## src/rtl/hybrid_pkg.sv

```systemverilog
// Shared definitions for the Hybrid reciprocal / sqrt / isqrt datapath and its BIST sequencer.
//   FUNC_*        : datapath function-select codes
//   bist_state_e  : BIST sequencer state encoding
package hybrid_pkg;

  localparam logic [1:0] FUNC_REC  = 2'b00;
  localparam logic [1:0] FUNC_SQRT = 2'b01;
  localparam logic [1:0] FUNC_ISQT = 2'b11;
  localparam logic [1:0] FUNC_RSVD = 2'b10;

  typedef enum logic [1:0] {
    StIdle,
    StRun,
    StDrain,
    StDone
  } bist_state_e;

endpackage

```

## src/rtl/hybrid_bist_if.sv

```systemverilog
// Bundle of the BIST control/status, vector-ROM and datapath signals.
//   slave  : seen by hybrid_bist (control and ROM/datapath data in, status and drive out)
//   master : seen by the environment (controller, ROM and Hybrid unit)
interface hybrid_bist_if #(
  parameter int unsigned WL     = 25,
  parameter int unsigned ADDR_W = 10
);
  logic              start;
  logic [1:0]        func_sel;
  logic [ADDR_W-1:0] rom_addr;
  logic [WL-1:0]     rom_vec;
  logic [WL-1:0]     rom_exp;
  logic              dut_CE;
  logic [WL-1:0]     dut_din;
  logic [1:0]        dut_FUNCTION;
  logic [WL-1:0]     dut_dout;
  logic              busy;
  logic              done;
  logic              pass;
  logic              cfg_err;
  logic [ADDR_W:0]   mismatch_cnt;
  logic [ADDR_W-1:0] first_fail_idx;
  logic              first_fail_vld;

  modport slave (
    input  start, func_sel, rom_vec, rom_exp, dut_dout,
    output rom_addr, dut_CE, dut_din, dut_FUNCTION, busy, done, pass, cfg_err,
           mismatch_cnt, first_fail_idx, first_fail_vld
  );

  modport master (
    output start, func_sel, rom_vec, rom_exp, dut_dout,
    input  rom_addr, dut_CE, dut_din, dut_FUNCTION, busy, done, pass, cfg_err,
           mismatch_cnt, first_fail_idx, first_fail_vld
  );
endinterface

```

## src/rtl/hybrid_bist_dly.sv

```systemverilog
// Fixed-latency shift line carrying {valid, expected, index} alongside the datapath pipeline.
//   CLK  : clock, rising edge
//   RST  : synchronous active-high reset, clears every stage
//   i_d  : word entering the line
//   o_q  : word delayed by LAT cycles
module hybrid_bist_dly #(
  parameter int unsigned LAT = 1,
  parameter int unsigned W   = 36
) (
  input  logic         CLK,
  input  logic         RST,
  input  logic [W-1:0] i_d,
  output logic [W-1:0] o_q
);

  logic [W-1:0] r_sr [LAT];

  always_ff @(posedge CLK) begin
    if (RST) begin
      for (int unsigned k = 0; k < LAT; k++) r_sr[k] <= '0;
    end else begin
      r_sr[0] <= i_d;
      for (int unsigned k = 1; k < LAT; k++) r_sr[k] <= r_sr[k-1];
    end
  end

  assign o_q = r_sr[LAT-1];

endmodule

```

## src/rtl/hybrid_bist.sv

```systemverilog
// BIST sequencer: streams ROM vectors into the Hybrid unit one per cycle and checks each result
// against the expected value stored in the same ROM word.
//   CLK : clock, rising edge
//   RST : synchronous active-high reset; aborts a run without a done pulse
//   bus : start/func_sel in; rom_addr out, rom_vec/rom_exp in; dut_CE/dut_din/dut_FUNCTION out,
//         dut_dout in; busy/done/pass/cfg_err/mismatch_cnt/first_fail_idx/first_fail_vld out
module hybrid_bist
  import hybrid_pkg::*;
#(
  parameter int unsigned WL      = 25,
  parameter int unsigned DEPTH   = 836,
  parameter int unsigned ADDR_W  = 10,
  parameter int unsigned LAT     = 1,
  parameter int unsigned IGN_LSB = 0
) (
  input logic           CLK,
  input logic           RST,
  hybrid_bist_if.slave  bus
);

  localparam int unsigned   DlyW    = 1 + WL + ADDR_W;
  localparam logic [WL-1:0] CmpMask = {WL{1'b1}} << IGN_LSB;

  bist_state_e       r_state;
  logic [ADDR_W-1:0] r_addr;
  logic [3:0]        r_drain;
  logic              r_busy;
  logic [1:0]        r_fn;
  logic              r_done;
  logic              r_pass;
  logic              r_cfg_err;
  logic [ADDR_W:0]   r_cnt;
  logic [ADDR_W-1:0] r_ff_idx;
  logic              r_ff_vld;
  // Tag for the ROM word arriving this cycle (read issued last cycle from a RUN address).
  logic              r_rd_vld;
  logic [ADDR_W-1:0] r_rd_idx;

  logic [DlyW-1:0]   w_dly;
  logic              w_vld;
  logic [WL-1:0]     w_exp;
  logic [ADDR_W-1:0] w_idx;
  logic              w_miss;
  logic [ADDR_W:0]   w_cnt_nxt;

  hybrid_bist_dly #(
    .LAT (LAT),
    .W   (DlyW)
  ) u_dly (
    .CLK (CLK),
    .RST (RST),
    .i_d ({r_rd_vld, bus.rom_exp, r_rd_idx}),
    .o_q (w_dly)
  );

  assign w_vld     = w_dly[DlyW-1];
  assign w_exp     = w_dly[ADDR_W +: WL];
  assign w_idx     = w_dly[ADDR_W-1:0];
  assign w_miss    = w_vld && (((bus.dut_dout ^ w_exp) & CmpMask) != '0);
  assign w_cnt_nxt = w_miss ? r_cnt + (ADDR_W+1)'(1) : r_cnt;

  always_ff @(posedge CLK) begin
    if (RST) begin
      r_state   <= StIdle;
      r_addr    <= '0;
      r_drain   <= '0;
      r_busy    <= 1'b0;
      r_fn      <= '0;
      r_done    <= 1'b0;
      r_pass    <= 1'b0;
      r_cfg_err <= 1'b0;
      r_cnt     <= '0;
      r_ff_idx  <= '0;
      r_ff_vld  <= 1'b0;
      r_rd_vld  <= 1'b0;
      r_rd_idx  <= '0;
    end else begin
      r_done   <= 1'b0;
      r_rd_vld <= (r_state == StRun);
      r_rd_idx <= r_addr;
      r_cnt    <= w_cnt_nxt;
      if (w_miss && !r_ff_vld) begin
        r_ff_idx <= w_idx;
        r_ff_vld <= 1'b1;
      end

      unique case (r_state)
        StIdle: begin
          if (bus.start) begin
            r_cnt    <= '0;
            r_ff_vld <= 1'b0;
            r_pass   <= 1'b0;
            r_addr   <= '0;
            if (bus.func_sel == FUNC_RSVD) begin
              // Reserved code: report straight away, never touch ROM or datapath.
              r_cfg_err <= 1'b1;
              r_done    <= 1'b1;
              r_state   <= StDone;
            end else begin
              r_cfg_err <= 1'b0;
              r_fn      <= bus.func_sel;
              r_busy    <= 1'b1;
              r_state   <= StRun;
            end
          end
        end
        StRun: begin
          if (r_addr == ADDR_W'(DEPTH - 1)) begin
            r_drain <= '0;
            r_state <= StDrain;
          end else begin
            r_addr <= r_addr + ADDR_W'(1);
          end
        end
        StDrain: begin
          // LAT+1 cycles: covers the ROM read stage plus the datapath latency.
          if (r_drain == 4'(LAT)) begin
            r_busy  <= 1'b0;
            r_done  <= 1'b1;
            r_pass  <= (w_cnt_nxt == '0) && !r_cfg_err;
            r_addr  <= '0;
            r_state <= StDone;
          end else begin
            r_drain <= r_drain + 4'd1;
          end
        end
        StDone: r_state <= StIdle;
        default: r_state <= StIdle;
      endcase
    end
  end

  assign bus.rom_addr       = r_addr;
  assign bus.dut_CE         = r_busy;
  assign bus.dut_din        = bus.rom_vec;
  assign bus.dut_FUNCTION   = r_fn;
  assign bus.busy           = r_busy;
  assign bus.done           = r_done;
  assign bus.pass           = r_pass;
  assign bus.cfg_err        = r_cfg_err;
  assign bus.mismatch_cnt   = r_cnt;
  assign bus.first_fail_idx = r_ff_idx;
  assign bus.first_fail_vld = r_ff_vld;

endmodule

```

## src/flat_wrapper.sv

```systemverilog
// flat-port wrapper written by rule: the top's interface ports become plain ports
module hybrid_bist_flat import hybrid_pkg::*;
#(
  parameter int unsigned WL      = 25,
  parameter int unsigned DEPTH   = 836,
  parameter int unsigned ADDR_W  = 10,
  parameter int unsigned LAT     = 1,
  parameter int unsigned IGN_LSB = 0
)
  (CLK, RST, bus_start, bus_func_sel, bus_rom_vec, bus_rom_exp, bus_dut_dout, bus_rom_addr, bus_dut_CE, bus_dut_din, bus_dut_FUNCTION, bus_busy, bus_done, bus_pass, bus_cfg_err, bus_mismatch_cnt, bus_first_fail_idx, bus_first_fail_vld);
  hybrid_bist_if #(.WL(WL), .ADDR_W(ADDR_W)) bus_i ();
  input logic CLK;
  input logic RST;
  input wire logic [$bits(bus_i.start)-1:0] bus_start;
  input wire logic [$bits(bus_i.func_sel)-1:0] bus_func_sel;
  input wire logic [$bits(bus_i.rom_vec)-1:0] bus_rom_vec;
  input wire logic [$bits(bus_i.rom_exp)-1:0] bus_rom_exp;
  input wire logic [$bits(bus_i.dut_dout)-1:0] bus_dut_dout;
  output wire logic [$bits(bus_i.rom_addr)-1:0] bus_rom_addr;
  output wire logic [$bits(bus_i.dut_CE)-1:0] bus_dut_CE;
  output wire logic [$bits(bus_i.dut_din)-1:0] bus_dut_din;
  output wire logic [$bits(bus_i.dut_FUNCTION)-1:0] bus_dut_FUNCTION;
  output wire logic [$bits(bus_i.busy)-1:0] bus_busy;
  output wire logic [$bits(bus_i.done)-1:0] bus_done;
  output wire logic [$bits(bus_i.pass)-1:0] bus_pass;
  output wire logic [$bits(bus_i.cfg_err)-1:0] bus_cfg_err;
  output wire logic [$bits(bus_i.mismatch_cnt)-1:0] bus_mismatch_cnt;
  output wire logic [$bits(bus_i.first_fail_idx)-1:0] bus_first_fail_idx;
  output wire logic [$bits(bus_i.first_fail_vld)-1:0] bus_first_fail_vld;
  assign bus_i.start = bus_start;
  assign bus_i.func_sel = bus_func_sel;
  assign bus_i.rom_vec = bus_rom_vec;
  assign bus_i.rom_exp = bus_rom_exp;
  assign bus_i.dut_dout = bus_dut_dout;
  assign bus_rom_addr = bus_i.rom_addr;
  assign bus_dut_CE = bus_i.dut_CE;
  assign bus_dut_din = bus_i.dut_din;
  assign bus_dut_FUNCTION = bus_i.dut_FUNCTION;
  assign bus_busy = bus_i.busy;
  assign bus_done = bus_i.done;
  assign bus_pass = bus_i.pass;
  assign bus_cfg_err = bus_i.cfg_err;
  assign bus_mismatch_cnt = bus_i.mismatch_cnt;
  assign bus_first_fail_idx = bus_i.first_fail_idx;
  assign bus_first_fail_vld = bus_i.first_fail_vld;
  hybrid_bist #(.WL(WL), .DEPTH(DEPTH), .ADDR_W(ADDR_W), .LAT(LAT), .IGN_LSB(IGN_LSB)) u_core (.CLK(CLK), .RST(RST), .bus(bus_i));
endmodule
```

## config.mk

```make
export PLATFORM = sky130hd
export DESIGN_NAME = hybrid_bist_flat
export DESIGN_NICKNAME = d
export VERILOG_FILES = /design/src/rtl/hybrid_pkg.sv /design/src/rtl/hybrid_bist_if.sv /design/src/rtl/hybrid_bist_dly.sv /design/src/rtl/hybrid_bist.sv /design/src/flat_wrapper.sv
export SDC_FILE = /design/constraint.sdc
export NUM_CORES = 1
export LEC_CHECK = 0
export CORE_MARGIN = 2
export CORE_UTILIZATION = 28
export CTS_BUF_LIST = sky130_fd_sc_hd__clkbuf_2 sky130_fd_sc_hd__clkbuf_4 sky130_fd_sc_hd__clkbuf_8
export DETAILED_ROUTE_END_ITERATION = 16
export MAX_ROUTING_LAYER = met4
export PLACE_DENSITY = 0.65
export SLEW_MARGIN = 10
export SYNTH_ARGS = -nofsm -noshare
export SYNTH_HDL_FRONTEND = slang
export SYNTH_SLANG_ARGS = --single-unit
```

## constraint.sdc

```tcl
create_clock -name CLK -period 2.5 [get_ports CLK]
set_input_delay 0.5 -clock CLK [delete_from_list [all_inputs] [get_ports CLK]]
set_output_delay 0.5 -clock CLK [all_outputs]
set_load 0.05 [all_outputs]
```

Word-level counts from Yosys, hierarchy flattened
Memory sizes are Yosys's and may differ from the RTL's.
Index checks and enable logic that the tools add are counted.
{"block": "op_classes", "n_addsub": 3, "eq_ne": 12, "n_mux": 34, "n_bitwise": 2, "reduce_logical": 19}
{"op": "$mux 36", "count": 1}
{"op": "$reduce_or 36->1", "count": 1}
{"op": "$mux 11", "count": 3}
{"op": "$mux 10", "count": 3}
{"op": "$pmux 10 s3", "count": 1}
{"op": "$reduce_bool 25->1", "count": 1}
{"op": "$xor 25x25->25", "count": 1}
{"op": "$mux 1", "count": 15}
{"op": "$reduce_and 3->1", "count": 4}
{"op": "$add 11x1->11 const B", "count": 1}
{"op": "$logic_not 11->1", "count": 1}
{"op": "$add 10x1->10 const B", "count": 1}
{"op": "$eq 10x10->1 const B", "count": 1}
{"op": "$ne 2x2->1 const B", "count": 5}
{"op": "$mux 2", "count": 4}
{"op": "$mux 4", "count": 2}
{"op": "$pmux 2 s4", "count": 1}
{"op": "$pmux 4 s2", "count": 1}
{"op": "$reduce_and 4->1", "count": 2}
{"op": "$eq 2x2->1 const B", "count": 3}
{"op": "$pmux 1 s2", "count": 3}
{"op": "$add 4x1->4 const B", "count": 1}
{"op": "$eq 4x1->1 const B", "count": 1}
{"op": "$reduce_bool 2->1", "count": 2}
{"op": "other kinds (8)", "count": 11}
{"block": "totals", "register_bits": 55, "mem_bits_rw": 36, "in_bits": 80, "output_inout_bits": 64, "elab_cells": 84, "mem_count": 1}
{"memory": "u_core.u_dly.r_sr", "depth": 1, "width": 36, "read_ports": 1, "rd_clocked_by_memory_dff": 0, "write_ports": 1, "line_no": "hybrid_bist_dly.sv:16", "source": "logic [W-1:0] r_sr [LAT];"}

Logic depth before layout (Yosys ltp)
Gate-level depths: netlist (run 1).
{"block": "logic_depth", "depth_word": 8, "mapped_depth": 9, "mapped_depth_nobuf": 9}

Modules after synthesis
Synthesis (run 1) repeated with hierarchy kept, for this count alone.
{"block": "unflattened", "cells_unflattened": 399, "hier_area_um2": 3898.7}
{"mod": "hybrid_bist", "n_inst": 1, "cells_per_inst": 324, "area_per_inst_um2": 2904.0, "seq_area_each_um2": 1101.1}
{"mod": "hybrid_bist_dly", "n_inst": 1, "cells_per_inst": 75, "area_per_inst_um2": 994.7, "seq_area_each_um2": 720.7}

Worst setup path before layout (run 1)
Ideal clock, no wire load.
{"block": "synth_path", "path_type": "flip-flop to flip-flop", "from": "register u_core.r_addr[0] (netlist: u_core.bus.rom_addr[0])", "to": "register u_core.r_addr[5] (netlist: u_core.bus.rom_addr[5])", "setup_ns": 0.133, "t_arrival_ns": 2.198, "t_required_ns": 2.367, "setup_slack_ns": 0.169, "path_stages_with_launch": 9, "path_buffers": 0, "synth_period_minus_slack_ns": 2.331, "cell_sequence": "dfxtp_1 -> ha_1 -> nand4b_1 -> o41ai_4 -> a21oi_4 -> and4_4 -> nand3_1 -> xor2_1 -> nor2_1"}
{"block": "synth_between", "elab_chain_len": 3, "elab_cells_between_ends": 6, "cone_classes": "1 x add/sub; 2 x eq/ne; 2 x mux; 1 x reduce/logical"}
{"element": "from (decl)", "line_no": "hybrid_bist.sv:25", "source": "logic [ADDR_W-1:0] r_addr;"}
{"element": "from (signal assigned)", "line_no": "hybrid_bist.sv:112", "source": "r_addr <= r_addr + ADDR_W'(1);"}
{"element": "$add 10x1->10 / $eq 10x10->1 (equally long branches)", "line_no": "hybrid_bist.sv:112, hybrid_bist.sv:108"}
{"element": "$mux 10 / $ne 2x2->1 (equally long branches)"}
{"element": "$pmux 10 s3 / $reduce_and 4->1 (equally long branches)"}
Parallel ways exist; a longest one is shown, timed or not. The select of a mux whose other input is x is not followed.
A chain may end at the register's enable or synchronous reset.

Worst setup path after layout (run 1)
{"block": "layout_path", "from": "input bus_dut_dout[24]", "to": "register u_core.r_pass (netlist: u_core.bus.pass)"}
{"block": "layout_between", "elab_chain_len": 8}
{"element": "from (decl)", "line_no": "flat_wrapper.sv:18", "source": "input wire logic [$bits(bus_i.dut_dout)-1:0] bus_dut_dout;"}
{"element": "$xor 25x25->25", "line_no": "hybrid_bist.sv:59", "source": "assign w_miss = w_vld && (((bus.dut_dout ^ w_exp) & CmpMask) != '0);"}
{"element": "$reduce_bool 25->1", "line_no": "hybrid_bist.sv:59"}
{"element": "$logic_and 1x1->1", "line_no": "hybrid_bist.sv:59"}
{"element": "$mux 11", "line_no": "hybrid_bist.sv:60", "source": "assign w_cnt_nxt = w_miss ? r_cnt + (ADDR_W+1)'(1) : r_cnt;"}
{"element": "$logic_not 11->1", "line_no": "hybrid_bist.sv:120", "source": "r_pass <= (w_cnt_nxt == '0) && !r_cfg_err;"}
{"element": "$logic_and 1x1->1", "line_no": "hybrid_bist.sv:120"}
{"element": "$mux 1", "line_no": "hybrid_bist.sv:117", "source": "if (r_drain == 4'(LAT)) begin"}
{"element": "$pmux 1 s2", "line_no": "hybrid_bist.sv:87", "source": "unique case (r_state)"}
{"element": "to (signal assigned)", "line_no": "hybrid_bist.sv:120"}
{"element": "to (decl)", "line_no": "hybrid_bist.sv:30", "source": "logic r_pass;"}
No other way between the ends. The select of a mux whose other input is x is not followed.

==> results of run 1 <==
[state kept, by name, summed over array words and instances, names as in the netlist, 2 cells and up]
signal / count
u_core.bus.first_fail_idx: 10
u_core.r_rd_idx: 10
u_core.bus.dut_FUNCTION: 2
u_core.bus.rom_addr: 10
u_core.r_state: 2
u_core.u_dly.r_sr: 36
u_core.r_drain: 4
u_core.bus.mismatch_cnt: 11
[power breakdown]
group | switching, W | internal, W
Clock | 0.000491 | 0.000527
Combinational | 0.000466 | 0.000373
Sequential | 0.0000455 | 0.00152
Total | 0.00100 | 0.00242
[path summary, 6_finish.rpt]
kind	start	end	slack, ns	depth (start not counted)
max	bus_dut_dout[24]	u_core.bus.pass	0.20	9
min	u_core.r_rd_idx[7]	u_core.u_dly.r_sr[0][7]	0.44	1
max reg2reg	u_core.bus.rom_addr[1]	u_core.bus.rom_addr[8]	0.42	8
min reg2reg	u_core.r_rd_idx[7]	u_core.u_dly.r_sr[0][7]	0.44	1
[per-stage QoR]
step / setup slack [ns] / TNS (ns)
2_1_floorplan: 0.169 / 0
3_3_place_gp: -0.105 / -1.19
3_5_place_dp: -0.149 / -1.58
4_1_cts: 0.223 / 0
5_1_grt: 0.00774 / 0
6_report: 0.198 / 0
[per-layer routing]
metal  vias up  routed length, um  track usage [%]
met5         -                  0                -
met4         0                199             5.68
li1       1458                  -                -
met1      1318               3560             14.2
met2        72               4000             19.6
met3        18                437             3.38
[area by class of cell]
type	count	area (um^2)	share of cell area, %
antenna	1	2.50	0.0494
clock buffer	12	159	3.14
clock inverter	4	48.8	0.964
inverter	5	18.8	0.371
multi-input combinational	262	1750	34.6
sequential	91	1820	36.0
tap	176	220	4.35
timing repair buffer	108	1040	20.5
[layout by cell type, fill, tap and decap left out, types with 3 or more instances in the layout]
cell type	netlist	final
sky130_fd_sc_hd__a211oi_1	3	3
sky130_fd_sc_hd__a21oi_1	10	10
sky130_fd_sc_hd__and2_1	4	4
sky130_fd_sc_hd__and3_1	7	7
sky130_fd_sc_hd__buf_4	26	15
sky130_fd_sc_hd__clkbuf_8	0	11
sky130_fd_sc_hd__clkdlybuf4s50_1	0	92
sky130_fd_sc_hd__dfxtp_1	91	91
sky130_fd_sc_hd__ha_1	7	7
sky130_fd_sc_hd__inv_1	5	5
sky130_fd_sc_hd__mux2i_1	13	13
sky130_fd_sc_hd__nand2_1	14	14
sky130_fd_sc_hd__nand2b_1	3	3
sky130_fd_sc_hd__nand3_1	11	11
sky130_fd_sc_hd__nand4_1	12	12
sky130_fd_sc_hd__nor2_1	38	38
sky130_fd_sc_hd__nor2b_1	53	53
sky130_fd_sc_hd__nor3_1	11	11
sky130_fd_sc_hd__o21ai_0	5	5
sky130_fd_sc_hd__xnor2_1	32	32
sky130_fd_sc_hd__xor2_1	12	12
[kinds of logic (layout without fill, tap and decap cells)]
logic type	count (synthesis)	count (layout)	share of synthesized area [%]
xor gates and xnor gates	44	44	10.0
AOI/OAI and AO/OA	32	32	6.15
muxes	13	13	3.38
adders and majority gates	7	7	2.28
and+or+nand+nor	166	166	23.8
buffers and inverters	45	129	7.03
other	0	1	0
DFF	91	91	47.4
[worst reg2reg max path, stage by stage (launching register included)]
cell and delay [ns]:
sky130_fd_sc_hd__dfxtp_1 0.41, sky130_fd_sc_hd__ha_1 0.27, sky130_fd_sc_hd__nand4b_1 0.17, sky130_fd_sc_hd__o41ai_4 0.49, sky130_fd_sc_hd__a21oi_4 0.10, sky130_fd_sc_hd__buf_4 0.17
sky130_fd_sc_hd__and4_1 0.19, sky130_fd_sc_hd__xnor2_1 0.13, sky130_fd_sc_hd__nor2_1 0.05
==> qor.json, run 1 <==
{
  "drt": {
    "routed_wirelength_mm": 8.20,
    "drt-wirelength-per-cell_um": 12.4,
    "dr_total_vias": 2866,
    "drt-initial-drc-count": 186,
    "drt_pass1_iterations": 4,
    "post_drt_via_cell_ratio": 4.35,
    "antenna_violating_nets_post_route": 0,
    "drc_errors": 0
  },
  "floorplanning": {
    "placementRows": 42,
    "dieArea_mm2": 0.0147,
    "die_height_um": 121,
    "start_util_pct": 28.8,
    "core_region_area_mm2": 0.0133,
    "die_w_um": 121,
    "io-pin-count": 144
  },
  "cts": {
    "cts.sink_count": 91,
    "cts.repair.resized": 0,
    "cts_buffers": 9,
    "tritoncts": "built",
    "clk_pin_slew_worst_paths_ns": 0.09,
    "clock_tree.buffer_depth": 2,
    "clock_latency_ns": 0.35,
    "cts_root_buf": "sky130_fd_sc_hd__clkbuf_8",
    "post_cts_buffers": 0,
    "cts_hold_buf": 0,
    "htree_num_levels": 3
  },
  "sta": {
    "final_min_period_over_clock_period_pct": 92.1,
    "period_needed_ns": 2.30,
    "timing_worst_slew_pin_value_ns": 0.532,
    "max-slew-margin-rel_pct": 64.4,
    "hold_slack_ns": 0.442,
    "highest_achievable_clock_rate_ghz": 0.434,
    "final-max-slew-violation-count": 0,
    "fin_worst_skew_ns": 0.0111,
    "report.final.setup_viol": 0,
    "finalHoldViolCount": 0,
    "rsz_0062_raised_after_global_routing": "false"
  },
  "synthesis": {
    "postSynth.topFlopCell": "sky130_fd_sc_hd__dfxtp_1",
    "synth_commonest_cells": "sky130_fd_sc_hd__dfxtp_1, sky130_fd_sc_hd__nor2b_1, sky130_fd_sc_hd__nor2_1",
    "number_of_instances_in_the_synthesized_netlist": 398,
    "synth-warning-count": 0,
    "synthDominantCellAreaShare_pct": 47.4,
    "synth_fp_nets": 485,
    "syn_area_per_cell_um2": 9.66,
    "combined_area_of_all_synthesized_cells_mm2": 0.00385,
    "synth.yosys.seq_area_share_pct": 47.4,
    "synth_area_leader_cell": "sky130_fd_sc_hd__dfxtp_1",
    "netlist_top_cells_area": "sky130_fd_sc_hd__dfxtp_1, sky130_fd_sc_hd__nor2b_1, sky130_fd_sc_hd__xnor2_1",
    "synth_enable_flop_cells": 0,
    "post_synth_num_cell_types": 42,
    "synth-seq-cells": 91,
    "synth-async-reset-ratio_pct": 0,
    "most_frequently_used_cell_type_in_the_post_synthesis_netlist": "sky130_fd_sc_hd__dfxtp_1"
  },
  "layout": {
    "layout.core_utilization_pct": 37.9,
    "layout.cells.non_filler": 659,
    "layout.filler_cells": 1321,
    "layout-area-overhead-vs-synth_pct": 31.7,
    "drive_above_1_share_pct": 8.30,
    "postLayoutCellArea_mm2": 0.00506,
    "total_number_of_nets_in_the_final_design": 564
  },
  "placed_design": {
    "placed_cell_area_mm2": 0.00485,
    "place_hpwl_mm": 6.35,
    "numPortBuffers": 93,
    "numPlacedInstances": 642,
    "finalWeightedCongestion": 0.831
  },
  "worst_setup_path": {
    "criticalPathCategory": "input pin to register",
    "worstPathCellList": "clkdlybuf4s50_1 > xnor2_1 > nand4_1 > nor4_2 > a21boi_2 > buf_4 > nor4_2 > o21ai_1 > o41ai_1",
    "timing.critical_path.slowest_stage_cell": "sky130_fd_sc_hd__clkdlybuf4s50_1",
    "worst_path_dominant_cell_family": "simple AND/OR/NAND/NOR gates",
    "critPathCaptureType": "register",
    "worst_ep_arrival_time_ns": 2.56,
    "critPathMaxStageDelay_ns": 0.49,
    "path_common_cell": "sky130_fd_sc_hd__nor4_2",
    "timing.critical_path.required_ns": 2.75,
    "timing.critical_path.fanout_max": 10,
    "cp_num_buf_inv": 2,
    "timing.critical_path.from_type": "input pin"
  },
  "status": {
    "outcome": "completed"
  },
  "power": {
    "vdd.ir_drop.worst_mv": 0.303,
    "p_leak_nw": 1.83,
    "design_power_total_w": 0.00342,
    "power_per_cell_area_mw_per_mm2": 675
  },
  "global_routing": {
    "globalRouteOverflowTotal": 0,
    "grtUsageTotal_pct": 12.2,
    "largest_net_degree_at_the_start_of_global_routing": 33,
    "grt_pass1_vias": 2921,
    "grt_antenna_before_repair": 1,
    "grt_pass1_wl_mm": 13.9
  },
  "job": {
    "max_cap_viol_count": 0
  },
  "hold_path": {
    "holdCritPathClass": "register to register"
  }
}
No activity file was read; power rests on OpenSTA's default activity.
==> inputs of run 2 (changes only) <==
--- a/config.mk
+++ b/config.mk
@@ -5,12 +5,12 @@
 export SDC_FILE = /design/constraint.sdc
 export NUM_CORES = 1
 export LEC_CHECK = 0
+export CAP_MARGIN = 10
 export CORE_MARGIN = 2
 export CORE_UTILIZATION = 28
 export CTS_BUF_LIST = sky130_fd_sc_hd__clkbuf_2 sky130_fd_sc_hd__clkbuf_4 sky130_fd_sc_hd__clkbuf_8
 export DETAILED_ROUTE_END_ITERATION = 16
-export MAX_ROUTING_LAYER = met4
-export PLACE_DENSITY = 0.65
+export PLACE_DENSITY = 0.67
 export SLEW_MARGIN = 10
 export SYNTH_ARGS = -nofsm -noshare
 export SYNTH_HDL_FRONTEND = slang
==> constraint.sdc (replaced) <==
create_clock -name CLK -period 2 [get_ports CLK]
set_input_delay 0.4 -clock CLK [delete_from_list [all_inputs] [get_ports CLK]]
set_output_delay 0.4 -clock CLK [all_outputs]
set_load 0.05 [all_outputs]
==> run 2 against run 1 <==
Hold slack worse by 0.15 ns. Critical path depth is 2 higher. Flip-flop and latch count stayed put. Routed wire length is 9.7% higher. Clock skew hardly changed. Critical endpoint unchanged. Largest cell class is now multi-input combinational cells. Largest power group unchanged. Highest routed layer unchanged.
==> qor.json, run 2 (same netlist as run 1, synthesis figures left out) <==
{
  "status": {
    "outcome": "completed"
  },
  "layout": {
    "layout.cells.non_filler": 685,
    "layout_common_cells": "sky130_fd_sc_hd__dfxtp_1, sky130_fd_sc_hd__nor2b_1, sky130_fd_sc_hd__clkdlybuf4s50_1, sky130_fd_sc_hd__buf_4, sky130_fd_sc_hd__nor2_1",
    "layout.filler_cells": 1273,
    "mostFrequentLayoutCell": "sky130_fd_sc_hd__dfxtp_1",
    "flip_flop_count_of_the_largest_register_after_layout": 36,
    "drive_above_1_share_pct": 23.4,
    "total_number_of_nets_in_the_final_design": 591,
    "antenna-diode-count": 0,
    "layout-area-overhead-vs-synth_pct": 42.0,
    "area_occupied_by_multi_input_gates_mm2": 0.00194,
    "layout.core_utilization_pct": 40.9,
    "seqCellArea_mm2": 0.00185,
    "regMostFlops": "u_core.u_dly.r_sr"
  },
  "worst_setup_path": {
    "timing.critical_path.required_ns": 2.26,
    "timing.rr.end": "u_core.bus.pass",
    "rr_worst_depth": 11,
    "path_common_cell": "sky130_fd_sc_hd__buf_6",
    "worst_ep_arrival_time_ns": 2.26,
    "timing.critical_path.fanout_max": 3,
    "criticalPathCategory": "register to register",
    "timing.critical_path.from_type": "register",
    "critPathMaxStageDelay_ns": 0.34,
    "cp_num_buf_inv": 4,
    "worst_path_dominant_cell_family": "simple AND/OR/NAND/NOR gates",
    "worstPathCellList": "xnor2_2 > nand4_1 > nor4_4 > buf_4 > buf_6 > buf_6 > a21boi_4 > buf_6 > nand3_4 > a2bb2oi_2 > o41ai_1",
    "critPathCaptureType": "register",
    "rr_startpoint": "u_core.u_dly.r_sr[0][26]",
    "regToRegSetupSlack_ns": 0.0004,
    "timing.critical_path.slowest_stage_cell": "sky130_fd_sc_hd__dfxtp_2"
  },
  "placed_design": {
    "place_hpwl_mm": 6.42,
    "numPortBuffers": 93,
    "finalWeightedCongestion": 0.838,
    "numPlacedInstances": 650
  },
  "sta": {
    "max-slew-margin-rel_pct": 63.7,
    "final_min_period_over_clock_period_pct": 100,
    "rsz_0062_raised_after_global_routing": "true",
    "fin_worst_skew_ns": 0.0116,
    "period_needed_ns": 2.00,
    "final-max-slew-violation-count": 0,
    "finalHoldViolCount": 0,
    "setup_tns_ns": 0,
    "highest_achievable_clock_rate_ghz": 0.500,
    "report.final.setup_viol": 0,
    "timing_worst_slew_pin_value_ns": 0.542
  },
  "cts": {
    "cts_root_buf": "sky130_fd_sc_hd__clkbuf_8",
    "clk_pin_slew_worst_paths_ns": 0.09,
    "tritoncts": "built",
    "clock_tree.buffer_depth": 2,
    "cts_buffers": 9,
    "clock_latency_ns": 0.36,
    "htree_num_levels": 3,
    "cts.sink_count": 91
  },
  "floorplanning": {
    "dieArea_mm2": 0.0147,
    "die_height_um": 121,
    "core_region_area_mm2": 0.0133,
    "io-pin-count": 144,
    "die_w_um": 121,
    "start_util_pct": 28.8,
    "placementRows": 42
  },
  "power": {
    "design_power_total_w": 0.00435,
    "vdd.ir_drop.worst_mv": 0.526,
    "p_leak_nw": 2.26,
    "power_per_cell_area_mw_per_mm2": 796
  },
  "drt": {
    "dr_total_vias": 3000,
    "post_drt_via_cell_ratio": 4.38,
    "drc_errors": 0,
    "drt-initial-drc-count": 153,
    "antenna_violating_nets_post_route": 0,
    "drt_pass1_iterations": 4,
    "drt-wirelength-per-cell_um": 13.1,
    "routed_wirelength_mm": 9.00
  },
  "hold_path": {
    "hold-path-endpoint": "u_core.bus.dut_FUNCTION[0]",
    "hold_depth": 2,
    "worstHoldStart": "RST",
    "holdCritPathClass": "input pin to register"
  },
  "global_routing": {
    "grt_pass1_vias": 2997,
    "grtUsageTotal_pct": 12.4,
    "largest_net_degree_at_the_start_of_global_routing": 32,
    "globalRouteOverflowTotal": 0,
    "grt_pass1_wl_mm": 14.2,
    "grt_antenna_before_repair": 0
  },
  "job": {
    "max_cap_viol_count": 0
  }
}
==> run 2: cell type report <==
type	instances	area share (%)
Sequential cell	91	33.8
Tap cell	176	4.03
Multi-Input combinational cell	263	35.5
Inverter	5	0.344
Clock buffer	10	2.40
Timing Repair Buffer	134	23.2
Clock inverter	6	0.733
==> run 2: how the worst max path moves through the flow <==
stage	to	startpoint	cells after the start	slack, ns
2_1_floorplan	u_core.bus.rom_addr[5]	u_core.bus.rom_addr[6]	7	-0.0009
3_3_place_gp	u_core.bus.pass	bus_dut_dout[0]	8	-0.52
3_5_place_dp	u_core.bus.pass	bus_dut_dout[0]	8	-0.60
4_1_cts	u_core.bus.pass	bus_dut_dout[14]	9	-0.06
5_1_grt	u_core.bus.pass	u_core.u_dly.r_sr[0][26]	11	-0.09
6_report	u_core.bus.pass	u_core.u_dly.r_sr[0][26]	11	0.0004
==> run 2: worst reg2reg max path: stages (launching register included) <==
cell	delay, ns
sky130_fd_sc_hd__dfxtp_2	0.34
sky130_fd_sc_hd__xnor2_2	0.15
sky130_fd_sc_hd__nand4_1	0.16
sky130_fd_sc_hd__nor4_4	0.28
sky130_fd_sc_hd__buf_4	0.17
sky130_fd_sc_hd__buf_6	0.10
sky130_fd_sc_hd__buf_6	0.09
sky130_fd_sc_hd__a21boi_4	0.06
sky130_fd_sc_hd__buf_6	0.13
sky130_fd_sc_hd__nand3_4	0.08
sky130_fd_sc_hd__a2bb2oi_2	0.05
sky130_fd_sc_hd__o41ai_1	0.31
==> run 2: report_power, final <==
part           leakage (nW)  internal (W)  total, W  switching [W]
clock network        0.0864      0.000466   0.00110       0.000638
logic                  1.42      0.000620   0.00129       0.000671
registers             0.748       0.00189   0.00195      0.0000611
==> run 2: metrics by stage <==
step           hold WS, ns  instance area, um^2  worst slack [ns]
6_report             0.292                 5460          0.000357
4_1_cts              0.268                 5190           -0.0615
3_3_place_gp         0.419                 4910            -0.520
5_1_grt              0.282                 5460           -0.0939
2_1_floorplan        0.414                 3870         -0.000864
3_5_place_dp         0.429                 4910            -0.605
==> run 2: timing repair <==
item                       CTS  global route
gates resized for setup     29            55
setup buffers               10             7
cloned                       1             1
setup endpoints to repair   26            32
hold buffers                 0             0
pin swaps                   27            32
==> run 2: metal layers <==
metal | up-vias | GRT usage, % | share of wire, %
li1 | 1512 | - | -
met1 | 1400 | 13.6 | 41
met2 | 66 | 21.3 | 51
met3 | 22 | 3.38 | 4.3
met4 | 0 | 7.04 | 3.1
met5 | - | 0 | 0
==> inputs of run 3 (changes only) <==
--- a/config.mk
+++ b/config.mk
@@ -5,12 +5,13 @@
 export SDC_FILE = /design/constraint.sdc
 export NUM_CORES = 1
 export LEC_CHECK = 0
+export ABC_AREA = 1
 export CAP_MARGIN = 10
 export CORE_MARGIN = 2
 export CORE_UTILIZATION = 28
 export CTS_BUF_LIST = sky130_fd_sc_hd__clkbuf_2 sky130_fd_sc_hd__clkbuf_4 sky130_fd_sc_hd__clkbuf_8
 export DETAILED_ROUTE_END_ITERATION = 16
-export PLACE_DENSITY = 0.67
+export PLACE_DENSITY = 0.66
 export SLEW_MARGIN = 10
 export SYNTH_ARGS = -nofsm -noshare
 export SYNTH_HDL_FRONTEND = slang
==> run 3 against run 2 <==
Cell count is 26% higher. Critical path depth grew 2. Total power is 0.75% higher. Routed wire length grew 3.4%. Via count increased by 19%. Non-clock buffer count shrank 11. Clock power rose by 10%. Critical path type is now input pin to register.
==> qor.json, run 3 <==
{
  "floorplanning": {
    "die_height_um": 126,
    "die_w_um": 126,
    "core_region_area_mm2": 0.0145,
    "start_util_pct": 28.6,
    "io-pin-count": 144,
    "dieArea_mm2": 0.0158,
    "placementRows": 44
  },
  "sta": {
    "final.setup.worst_slack_ns": 0.0707,
    "highest_achievable_clock_rate_ghz": 0.518,
    "finalHoldViolCount": 0,
    "final_min_period_over_clock_period_pct": 96.5,
    "report.final.setup_viol": 0,
    "rsz_0062_raised_after_global_routing": "true",
    "setup_tns_ns": 0,
    "period_needed_ns": 1.93,
    "timing_worst_slew_pin_value_ns": 0.505,
    "final-max-slew-violation-count": 0,
    "max-slew-margin-rel_pct": 66.2,
    "fin_worst_skew_ns": 0.00842
  },
  "cts": {
    "clock_tree.buffer_depth": 2,
    "cts_root_buf": "sky130_fd_sc_hd__clkbuf_8",
    "cts_buffers": 9,
    "clock_latency_ns": 0.36,
    "clk_pin_slew_worst_paths_ns": 0.10,
    "cts.sink_count": 91,
    "htree_num_levels": 3,
    "tritoncts": "built"
  },
  "layout": {
    "regMostFlops": "u_core.u_dly.r_sr",
    "total_number_of_nets_in_the_final_design": 760,
    "drive_above_1_share_pct": 15.3,
    "flip_flop_count_of_the_largest_register_after_layout": 36,
    "layout-area-overhead-vs-synth_pct": 34.3,
    "antenna-diode-count": 0,
    "layout_common_cells": "sky130_fd_sc_hd__nand2_1, sky130_fd_sc_hd__nor2_1, sky130_fd_sc_hd__inv_1, sky130_fd_sc_hd__dfxtp_1, sky130_fd_sc_hd__clkdlybuf4s50_1",
    "mostFrequentLayoutCell": "sky130_fd_sc_hd__nand2_1"
  },
  "worst_setup_path": {
    "criticalPathCategory": "input pin to register",
    "worst_ep_arrival_time_ns": 2.23,
    "critPathCaptureType": "register",
    "rr_startpoint": "u_core.u_dly.r_sr[0][29]",
    "timing.critical_path.fanout_max": 4,
    "timing.critical_path.slowest_stage_cell": "sky130_fd_sc_hd__clkdlybuf4s50_1",
    "cp-endpoint": "u_core.bus.pass",
    "timing.critical_path.depth": 13,
    "rr_worst_depth": 13,
    "regToRegSetupSlack_ns": 0.13,
    "timing.rr.end": "u_core.bus.pass",
    "worstPathCellList": "clkdlybuf4s50_1 > xnor2_1 > nand3_1 > nor2_2 > nand3_4 > buf_6 > nand2_1 > nand2_1 > nand2_2 > nand2_2 > nor3_2 > nand3_1 > a21oi_2",
    "worst_path_dominant_cell_family": "simple AND/OR/NAND/NOR gates",
    "timing.critical_path.from_type": "input pin",
    "critical_path.startpoint": "bus_dut_dout[24]",
    "critPathMaxStageDelay_ns": 0.48,
    "cp_num_buf_inv": 2,
    "timing.critical_path.required_ns": 2.30
  },
  "synthesis": {
    "post_synth_num_cell_types": 37,
    "synth_commonest_cells": "sky130_fd_sc_hd__nand2_1, sky130_fd_sc_hd__nor2_1, sky130_fd_sc_hd__dfxtp_1, sky130_fd_sc_hd__inv_1, sky130_fd_sc_hd__nand3_1",
    "postSynth.topFlopCell": "sky130_fd_sc_hd__dfxtp_1",
    "synthDominantCellAreaShare_pct": 43.9,
    "synth_enable_flop_cells": 0,
    "combined_area_of_all_synthesized_cells_mm2": 0.00415,
    "number_of_instances_in_the_synthesized_netlist": 577,
    "synth_fp_nets": 664,
    "synth-async-reset-ratio_pct": 0,
    "synth_area_leader_cell": "sky130_fd_sc_hd__dfxtp_1",
    "netlist_top_cells_area": "sky130_fd_sc_hd__dfxtp_1, sky130_fd_sc_hd__nand2_1, sky130_fd_sc_hd__nor2_1",
    "synth.yosys.seq_area_share_pct": 43.9,
    "most_frequently_used_cell_type_in_the_post_synthesis_netlist": "sky130_fd_sc_hd__nand2_1",
    "syn_area_per_cell_um2": 7.19,
    "synth-seq-cells": 91,
    "synth-warning-count": 0
  },
  "power": {
    "p_leak_nw": 2.72,
    "vdd.ir_drop.worst_mv": 0.387,
    "design_power_total_w": 0.00438,
    "power_per_cell_area_mw_per_mm2": 786
  },
  "drt": {
    "dr_total_vias": 3566,
    "antenna_violating_nets_post_route": 0,
    "post_drt_via_cell_ratio": 4.14,
    "drc_errors": 0,
    "drt_pass1_iterations": 4,
    "drt-wirelength-per-cell_um": 10.8,
    "routed_wirelength_mm": 9.31,
    "drt-initial-drc-count": 206
  },
  "global_routing": {
    "globalRouteOverflowTotal": 0,
    "largest_net_degree_at_the_start_of_global_routing": 31,
    "grt_antenna_before_repair": 0,
    "grt_pass1_vias": 3353,
    "grtUsageTotal_pct": 12.0,
    "grt_pass1_wl_mm": 15.6
  },
  "placed_design": {
    "pre_cts_slack_ns": -0.389,
    "finalWeightedCongestion": 0.860,
    "place_hpwl_mm": 7.06,
    "numPortBuffers": 93
  },
  "status": {
    "outcome": "completed"
  },
  "job": {
    "max_cap_viol_count": 0
  },
  "hold_path": {
    "holdCritPathClass": "register to register"
  }
}
==> run 3: cell count changes in the layout (fill, tap and decap cells not counted), sizes merged, moves of 11 or more <==
cell	delta
inv	+103
nand2	+100
nor2	+66
nor2b	-53
xnor2	-27
nand3	+23
buf	-18
a21oi	+14
mux2i	-13
dlymetal6s2s	+11
==> run 3: timing repair <==
action	4_1_cts	5_1_grt
setup buffers	0	1
endpoints found under the setup margin	11	10
pin swaps	0	23
gates resized for setup	11	41
hold buffers	0	0
==> run 3: kinds of logic (layout without fill, tap and decap cells) <==
group                      count (synthesis)  in the layout  synth area share (%)
AOI/OAI and AO/OA                         40             40                  5.25
xor gates and xnor gates                  18             18                  3.80
and+or+nand+nor                          277            277                  29.3
DFF                                       91             91                  43.9
buffers and inverters                    144            245                  15.6
adders and majority gates                  7              7                  2.11
==> run 3: worst min-delay path by stage <==
stage / cells past startpoint / slack [ns] / start / end
floorplan: 2 / 0.39 / u_core.r_rd_idx[0] / u_core.u_dly.r_sr[0][0]
global placement: 2 / 0.39 / u_core.r_rd_idx[3] / u_core.u_dly.r_sr[0][3]
detailed placement: 2 / 0.39 / u_core.r_rd_idx[9] / u_core.u_dly.r_sr[0][9]
CTS: 2 / 0.41 / u_core.r_rd_idx[9] / u_core.u_dly.r_sr[0][9]
global route: 2 / 0.43 / u_core.r_rd_idx[1] / u_core.u_dly.r_sr[0][1]
finish: 2 / 0.40 / u_core.r_rd_idx[9] / u_core.u_dly.r_sr[0][9]
==> run 3: cell type report <==
cell class | count | area (um^2)
well taps | 184 | 230
clock inverters | 7 | 67.6
fillers | 1491 | 8910
repair buffers | 123 | 1200
multi-input cells | 342 | 1730
inverters | 106 | 398
flip-flops and latches | 91 | 1830
clock buffers | 9 | 124
==> run 3: per-stage QoR <==
step / utilization (%) / cells / hold slack [ns] / area, um^2
detailed placement: 36.4 / 845 / 0.392 / 5270
finish: 38.5 / 862 / 0.405 / 5570
floorplan: - / 577 / 0.388 / 4150
global route: 38.5 / 862 / 0.425 / 5570
global placement: 36.4 / 845 / 0.389 / 5270
CTS: 37.6 / 861 / 0.406 / 5450
==> run 3: power by group <==
group	switching, W	total, W	internal [W]
sequential	0.0000599	0.00197	0.00191
clock	0.000721	0.00121	0.000487
combinational	0.000721	0.00120	0.000480
total	0.00150	0.00438	0.00288
==> run 3: worst reg2reg max path, stage by stage (launching register included) <==
cell                      delay, ns
sky130_fd_sc_hd__dfxtp_1       0.32
sky130_fd_sc_hd__xor2_1        0.15
sky130_fd_sc_hd__nor2_1        0.14
sky130_fd_sc_hd__nand2_1       0.08
sky130_fd_sc_hd__nor2_2        0.16
sky130_fd_sc_hd__nand3_4       0.13
sky130_fd_sc_hd__buf_6         0.15
sky130_fd_sc_hd__nand2_1       0.05
sky130_fd_sc_hd__nand2_1       0.05
sky130_fd_sc_hd__nand2_2       0.08
sky130_fd_sc_hd__nand2_2       0.06
sky130_fd_sc_hd__nor3_2        0.19
sky130_fd_sc_hd__nand3_1       0.13
sky130_fd_sc_hd__a21oi_2       0.14
==> run 3: routing by layer <==
layer  track usage (%)  wire length [um]  share of wire, %  vias up
met5                 0                 0                 0        -
met1              16.1              4520                49     1579
li1                  -                 -                 -     1914
met2              18.8              4260                46       63
met4              4.38               156               1.7        0
met3              3.06               372               4.0       10
